===== config.mk =====
export PLATFORM = sky130hd
export DESIGN_NAME = aud_sample_fifo
export DESIGN_NICKNAME = d
export VERILOG_FILES = /design/src/rtl/aud_sample_fifo.sv
export SDC_FILE = /design/constraint.sdc
export NUM_CORES = 1
export LEC_CHECK = 0
export CAP_MARGIN = 20
export CORE_MARGIN = 2
export CORE_UTILIZATION = 58
export DETAILED_ROUTE_END_ITERATION = 6
export PLACE_DENSITY = 0.78
export SETUP_SLACK_MARGIN = 0.5
export SLEW_MARGIN = 20
export SYNTH_ARGS = -nofsm -noshare
export SYNTH_HDL_FRONTEND = slang
export SYNTH_SLANG_ARGS = --single-unit

===== constraint.sdc =====
create_clock -name i_clk -period 6.8 [get_ports i_clk]
set_input_delay 2.04 -clock i_clk [delete_from_list [all_inputs] [get_ports i_clk]]
set_output_delay 2.04 -clock i_clk [all_outputs]
set_load 0.05 [all_outputs]

===== src/rtl/aud_sample_fifo.sv =====
// ============================================================================
// Module   : aud_sample_fifo
// Purpose  : Stereo sample FIFO between the mixer and the I2S transmitter.
//            A PRIME/RUN state machine hides start-up fill and recovers
//            from underrun.
// Options  : AUD_FIFO_UNDERRUN_CNT_EN adds a saturating 16-bit underrun
//            counter with a synchronous clear.
// Revision : 1.0 - initial release
// ============================================================================
`default_nettype none

module aud_sample_fifo #(
  parameter int DEPTH     = 8,
  parameter int PRIME_LVL = 4
) (
  input  logic                     i_clk,
  input  logic                     i_rst_n,
  input  logic [15:0]              i_left,
  input  logic [15:0]              i_right,
  input  logic                     i_valid,
  output logic                     o_ready,
  input  logic                     i_req,
  output logic [31:0]              o_sample,
  output logic [$clog2(DEPTH):0]   o_level,
  output logic                     o_full,
  output logic                     o_empty,
  output logic                     o_running,
  output logic                     o_underrun
`ifdef AUD_FIFO_UNDERRUN_CNT_EN
  ,
  input  logic                     i_cnt_clr,
  output logic [15:0]              o_underrun_cnt
`endif
);

  localparam int AW = $clog2(DEPTH);
  localparam int LW = AW + 1;

  typedef enum logic [0:0] {
    PRIME = 1'b0,
    RUN   = 1'b1
  } state_t;

  state_t          state;
  state_t          state_next;
  logic [31:0]     mem [DEPTH];
  logic [AW-1:0]   wr_ptr;
  logic [AW-1:0]   rd_ptr;
  logic [LW-1:0]   level;
  logic [31:0]     sample;
  logic            underrun;
  logic            full;
  logic            empty;
  logic            push;
  logic            pop;
  logic            underrun_evt;

  // Flags come straight from the registered level so o_ready never depends
  // on a same-cycle pop.
  assign full         = (level == LW'(DEPTH));
  assign empty        = (level == '0);
  assign push         = i_valid & ~full;
  assign pop          = i_req & (state == RUN) & ~empty;
  assign underrun_evt = i_req & (state == RUN) & empty;

  // Next-state logic: fill to the prime threshold, drop back on underrun.
  always_comb begin
    state_next = state;
    case (state)
      PRIME:   if (level >= LW'(PRIME_LVL)) state_next = RUN;
      RUN:     if (underrun_evt)            state_next = PRIME;
      default: state_next = PRIME;
    endcase
  end

  // State register.
  always_ff @(posedge i_clk) begin
    if (!i_rst_n) state <= PRIME;
    else          state <= state_next;
  end

  // Sample storage; contents need no reset because level gates every read.
  always_ff @(posedge i_clk) begin
    if (push) mem[wr_ptr] <= {i_left, i_right};
  end

  // Pointers wrap naturally at DEPTH; level tracks occupancy on its own.
  always_ff @(posedge i_clk) begin
    if (!i_rst_n) begin
      wr_ptr <= '0;
      rd_ptr <= '0;
      level  <= '0;
    end else begin
      if (push) wr_ptr <= wr_ptr + 1'b1;
      if (pop)  rd_ptr <= rd_ptr + 1'b1;
      case ({push, pop})
        2'b10:   level <= level + 1'b1;
        2'b01:   level <= level - 1'b1;
        default: level <= level;
      endcase
    end
  end

  // Output word is updated only on a request and held between requests.
  always_ff @(posedge i_clk) begin
    if (!i_rst_n) begin
      sample   <= '0;
      underrun <= 1'b0;
    end else begin
      underrun <= underrun_evt;
      if (i_req) sample <= pop ? mem[rd_ptr] : 32'h0;
    end
  end

`ifdef AUD_FIFO_UNDERRUN_CNT_EN
  logic [15:0] underrun_cnt;

  // Saturating underrun counter; clear wins over increment.
  always_ff @(posedge i_clk) begin
    if (!i_rst_n)                                 underrun_cnt <= '0;
    else if (i_cnt_clr)                           underrun_cnt <= '0;
    else if (underrun_evt && underrun_cnt != 16'hFFFF) underrun_cnt <= underrun_cnt + 1'b1;
  end

  assign o_underrun_cnt = underrun_cnt;
`endif

  assign o_ready    = ~full;
  assign o_full     = full;
  assign o_empty    = empty;
  assign o_level    = level;
  assign o_sample   = sample;
  assign o_running  = (state == RUN);
  assign o_underrun = underrun;

endmodule

`default_nettype wire


* Word level (Yosys, flattened, before mapping) *
Memory sizes are Yosys's and may differ from the RTL's. A register that Yosys moved wholly into a read port is not among the register bits.
Cells that the tools add are included.

word-level totals
  register bits after elaboration = 44
  memory bits (writable) = 256
  bits of input ports = 36
  output and inout bits = 41
  logic and storage cells = 33
  memories kept = 1

memories
  name  words  width  read ports  clocked after Yosys merged registers in  write ports  RTL line  text
  mem   8      32     1           1                                        1            46        logic [31:0] mem [DEPTH];

operators by class
  add/sub/neg operators = 4
  $lt $le $gt $ge = 1
  equal/unequal tests = 3
  muxes and demuxes = 9
  bitwise operators = 7
  reductions and logical operators = 2

operators by type and width
  cell                                                  count
  two-way mux 32 bit                                    1
  one-hot mux 4 bit (2 select lines)                    1
  adder 3 x 1 -> 3 bit (second input constant)          2
  two-way mux 3 bit                                     2
  adder 4 x 1 -> 4 bit (second input constant)          1
  AND 1 bit                                             4
  equality test 4 bit (second input constant)           1
  >= comparator 4 x 3 -> 1 bit (second input constant)  1
  zero test 4 bit                                       1
  two-way mux 1 bit                                     4
  subtractor 4 x 1 -> 4 bit (second input constant)     1
  inverter 1 bit                                        3
  equality test 2 x 1 -> 1 bit (second input constant)  1
  equality test 2 bit (second input constant)           1
  one-hot mux 1 bit (2 select lines)                    1
  nonzero test 2 bit                                    1

* Longest topological paths before layout *
  depth in word-level cells = 5
  gate-level depth with buffers = 11
  mapped depth without buffers = 9

* Least setup slack after synthesis *
OpenSTA, ideal clock, no wires.

  kind = input -> register
  start = in i_valid
  end = mem mem[0][0] (enable)
  library setup time = 501 ps
  arrival = 5,165 ps
  required time = 6,299 ps
  path slack = 1,133 ps
  stages on the path = 2
  path buffers = 0
  cell sequence = nand2_8 nor4_1

between the ends
  cells in the longest elaborated chain, start to end = 3

ends and longest elaborated chain
  what                                     RTL line  text
  start: declaration                       20        input logic i_valid,
  AND 1 bit                                62        assign push = i_valid & ~full;
  two-way mux 1 bit                        84        if (push) mem[wr_ptr] <= {i_left, i_right};
  two-way mux 1 bit (implied by the code)  84
  end: declaration                         46

No other way between the ends.

* Worst setup path in the final report *
  start = reg level[1] (netlist: o_level[1])
  end = out o_full

between the ends
  cells in the longest elaborated chain, start to end = 1

ends and longest elaborated chain
  what                      RTL line  text
  start: declaration        49        logic [LW-1:0] level;
  start signal: assignment  97        2'b10: level <= level + 1'b1;
  start signal: assignment  98        2'b01: level <= level - 1'b1;
  start signal: assignment  99        default: level <= level;
  equality test 4 bit       60        assign full = (level == LW'(DEPTH));
  end: declaration          25        output logic o_full,

No other way between the ends.

==> results.txt <==
----------------------------------------------------
[Status]
  Status ... completed

[Pwr]
  Share of total power in the clock network ... 41.2%
  Net switching fraction of the power ... 19.8%
  Internal power consumption ... 0.00301 W
  Proportion of power drawn by combinational gates ... 3.7%
  Power density over the cells ... 275 nW/µm²
  Fraction of power consumed by sequential logic ... 55.1%
  Static Leak ... 4.15 nW
  Max IR drop VDD ... 225 µV
  Final total power ... 0.00376 W
  Psw ... 0.000743 W

[Worst setup path]
  Worst reg2reg endpoint ... o_sample[22]$_SDFFE_PN0P_
  Critical path required time ... 4.76 ns
  Slack of the worst reg-to-reg path ... 3.75 ns
  Crit end category ... output pin
  Cell depth of the worst flop-to-flop path ... 6
  Arr. time, crit path ... 2.63 ns
  Kind of critical path ... register to output pin
  Kind of launch point of the worst setup path ... register
  Crit-path max FO ... 10

[Min path]
  Launch instance of the worst min-delay path ... o_sample[12]$_SDFFE_PN0P_
  Count of cells along the worst hold path ... 2
  Hold EP ... o_sample[12]$_SDFFE_PN0P_
  Class of the tightest hold or removal check ... register to register

[Floorplanning]
  Core region area ... 19600 µm²
  Die span in x ... 146 µm
  Initial cell density of the core ... 59.3%
  Area of the die ... 21200 µm²
  Ports placed on the boundary ... 77
  Core Rows ... 51
  Vertical die dimension ... 146 µm

[Timing]
  Worst hold-check slack ... 0.469 ns
  Worst Clk Skew ... 0.0114 ns
  Final worst-path cycle share ... 68.7%
  Setup repair after global routing missed its margin ... false
  Time the final worst path needs with I/O delays and setup ... 4.67 ns
  Final setup viols ... 0
  Max transition margin ... 32.9%
  Sum Neg Setup Slack ... 0 ns
  Maximum clock frequency ... 0.214 GHz
  Final Hold Viols ... 0
  Transition at the pin with the smallest max-transition slack ... 1.01 ns
  Slew Limit Fails ... 0

[Clocking]
  Cts bufs inserted ... 29
  Gates resized, CTS repair ... 0
  Library cell used as clock root buffer ... sky130_fd_sc_hd__clkbuf_16
  Bufs on Longest Clock Path ... 3
  CTS tree ... built
  # H-tree levels ... 1
  Clock network latency to the later pin of the worst-skew pair ... 0.55 ns
  Total clock sinks ... 303
  Clock Pin Slew Worst Setup and Hold Paths ... 0.06 ns
  Setup repair bufs after CTS ... 0
  Total of hold buffers inserted after clock tree synthesis ... 0

[Flow run]
  Number of max-cap violations ... 0

[Synthesis]
  Sequential-to-total area share from yosys stat ... 74.2%
  Synthesis Warnings ... 0
  Number of synthesized register bits ... 303
  Synth async-reset ratio ... 0%
  Number of nets produced by synthesis ... 674
  Post-synthesis area per instance ... 18.4 µm²
  EDFF count, synth ... 256
  Number of standard cells after synthesis ... 633
  Number of distinct library cells after synthesis ... 38
  Summed instance area of the synthesized netlist ... 11600 µm²
  Top_reg_cell synth ... sky130_fd_sc_hd__edfxtp_1

[GRT]
  First-pass GRT wire length ... 35.3 mm
  GRT Resource Usage Total ... 21.5%
  GRT Residual Overflow ... 0
  Maximum number of pins on one net before global-route repair ... 51
  Initial antenna violation count ... 0
  Number of global-route vias before repair ... 6289

[Final layout]
  End-of-flow core utilization ... 69.8%
  Area delta synth->final ... 17.6%
  Total non-filler cell area in the finished layout ... 13700 µm²
  Antenna Diode Count ... 0
  Layout cell share with drive strength beyond 1 ... 14.5%
  Post-layout net count ... 758

[Route]
  Detailed-route via count ... 5990
  Post-DR wirelength/cell ... 22.5 µm
  Remaining routing DRC violations ... 0
  Remaining antenna violation count after routing ... 0
  DR iter-0 viols ... 469
  DR pass1 iterations ... 5
  Final wirelength ... 22.6 mm
  Vias per cell ... 5.96

[Placed design]
  Count of buffers inserted at the top-level ports ... 76
  Estimated wirelength of the detail-placed design ... 12.7 mm
  Placement-stage cell area ... 12700 µm²
  GP Congestion ... 0.761

----------------------------------------------------
-- sequential cells by signal, summed over array words and instances (netlist names), named ones only --
signal	cells
mem	256
o_level	4
o_running	1
o_sample	32
o_underrun	1
rd_ptr	3
wr_ptr	3
-- metal layers --
layer / part of all wire (%) / track usage (%) / wire [µm] / vias to the layer above
met5: 0 / 0 / 0 / -
met2: 50 / 36.3 / 11300 / 200
li1: - / - / - / 2690
met4: 3.0 / 7.40 / 679 / 0
met3: 5.4 / 3.35 / 1210 / 55
met1: 42 / 28.9 / 9410 / 3045
-- Yosys cell counts (2+ instances only) --
library cell | count | share of area [%]
sky130_fd_sc_hd__xnor2_1 | 3 | 0.23
sky130_fd_sc_hd__a22oi_1 | 32 | 2.1
sky130_fd_sc_hd__nand2b_1 | 35 | 1.9
sky130_fd_sc_hd__o21ai_0 | 3 | 0.13
sky130_fd_sc_hd__nor2_1 | 4 | 0.13
sky130_fd_sc_hd__a21boi_1 | 19 | 1.2
sky130_fd_sc_hd__nor3_1 | 4 | 0.17
sky130_fd_sc_hd__a21boi_0 | 16 | 1.0
sky130_fd_sc_hd__nand2_1 | 5 | 0.16
sky130_fd_sc_hd__nand3_1 | 2 | 0.086
sky130_fd_sc_hd__clkbuf_1 | 22 | 0.71
sky130_fd_sc_hd__dfxtp_1 | 47 | 8.1
sky130_fd_sc_hd__edfxtp_1 | 256 | 66
sky130_fd_sc_hd__mux2i_1 | 67 | 5.8
sky130_fd_sc_hd__o211ai_1 | 32 | 2.1
sky130_fd_sc_hd__buf_6 | 5 | 0.48
sky130_fd_sc_hd__buf_4 | 8 | 0.52
sky130_fd_sc_hd__and2_1 | 7 | 0.38
sky130_fd_sc_hd__ha_1 | 5 | 0.54
sky130_fd_sc_hd__buf_2 | 6 | 0.26
sky130_fd_sc_hd__nor2b_1 | 4 | 0.22
sky130_fd_sc_hd__mux4_2 | 32 | 6.2
sky130_fd_sc_hd__xor2_1 | 4 | 0.30
-- logic make-up (layout without fill, tap and decap cells) --
group           Yosys count  count (layout)  share of synthesized area [%]
flops                   303             303                           74.2
compound gates          105             105                           6.71
mux                      99              99                           12.0
simple gates             72              72                           4.02
buf+inv                  42             149                           2.00
xor+xnor                  7               7                          0.528
fa+ha+maj                 5               5                          0.538
-- worst max-delay path: stages, from the launching register on --
cell and delay (ns):
sky130_fd_sc_hd__dfxtp_1 0.42, sky130_fd_sc_hd__or4b_1 0.76, sky130_fd_sc_hd__inv_1 0.11, sky130_fd_sc_hd__clkdlybuf4s50_1 0.80
-- final cells by class --
type	count	area, µm²
clock buffer	41	811
clock inverter	13	114
fill	1224	5920
inverter	1	3.75
multi-input combinational	288	2820
sequential	303	8630
tap	265	332
timing repair buffer	94	960
-- how the worst max path moves through the flow --
| stage | from | depth (start not counted) | end | slack, ns |
|---|---|---|---|---|
| 6_report | o_level[1]$_SDFFE_PN0P_ | 3 | o_full | 2.13 |
| 5_1_grt | o_level[1]$_SDFFE_PN0P_ | 3 | o_full | 2.04 |
| 4_1_cts | o_level[1]$_SDFFE_PN0P_ | 3 | o_full | 2.10 |
| 3_3_place_gp | i_req | 11 | o_level[2]$_SDFFE_PN0P_ | 1.94 |
| 3_5_place_dp | i_req | 11 | o_level[2]$_SDFFE_PN0P_ | 1.84 |
| 2_1_floorplan | i_valid | 2 | mem[0][0]$_DFFE_PP_ | 1.13 |
-- per-stage QoR --
stage | cells | setup WS [ns]
floorplan | 633 | 1.13
global placement | 947 | 1.94
detailed placement | 947 | 1.84
CTS | 1001 | 2.10
global route | 1005 | 2.04
finish | 1005 | 2.13
-- cells in the final DEF (no fill, tap or decap), types with 2 or more instances in the layout --
master,n
sky130_fd_sc_hd__o211ai_1,32
sky130_fd_sc_hd__mux2i_1,67
sky130_fd_sc_hd__clkbuf_8,4
sky130_fd_sc_hd__clkdlybuf4s50_1,76
sky130_fd_sc_hd__buf_16,3
sky130_fd_sc_hd__nand2_1,5
sky130_fd_sc_hd__a21boi_1,19
sky130_fd_sc_hd__a21boi_0,16
sky130_fd_sc_hd__edfxtp_1,256
sky130_fd_sc_hd__nor3_2,4
sky130_fd_sc_hd__xor2_1,4
sky130_fd_sc_hd__a22oi_1,32
sky130_fd_sc_hd__mux4_2,32
sky130_fd_sc_hd__clkinv_1,4
sky130_fd_sc_hd__nand2b_1,35
sky130_fd_sc_hd__xnor2_1,3
sky130_fd_sc_hd__clkbuf_1,8
sky130_fd_sc_hd__dfxtp_1,45
sky130_fd_sc_hd__buf_4,14
sky130_fd_sc_hd__nor2_4,4
sky130_fd_sc_hd__nor2b_1,3
sky130_fd_sc_hd__nand3_1,2
sky130_fd_sc_hd__clkinv_2,6
sky130_fd_sc_hd__ha_1,5
sky130_fd_sc_hd__and2_1,7
sky130_fd_sc_hd__clkbuf_16,29
sky130_fd_sc_hd__o21ai_0,3
sky130_fd_sc_hd__bufinv_16,2
-- power groups by stage --
stage          clock network, W  registers, W  logic [W]
6_report                0.00155       0.00207   0.000138
5_1_grt                 0.00165       0.00207   0.000147
4_1_cts                 0.00157       0.00207   0.000138
3_5_place_dp                  0       0.00211   0.000137
3_3_place_gp                  0       0.00211   0.000132
2_1_floorplan                 0       0.00211  0.0000627
Power figures use the tool's default switching activity.
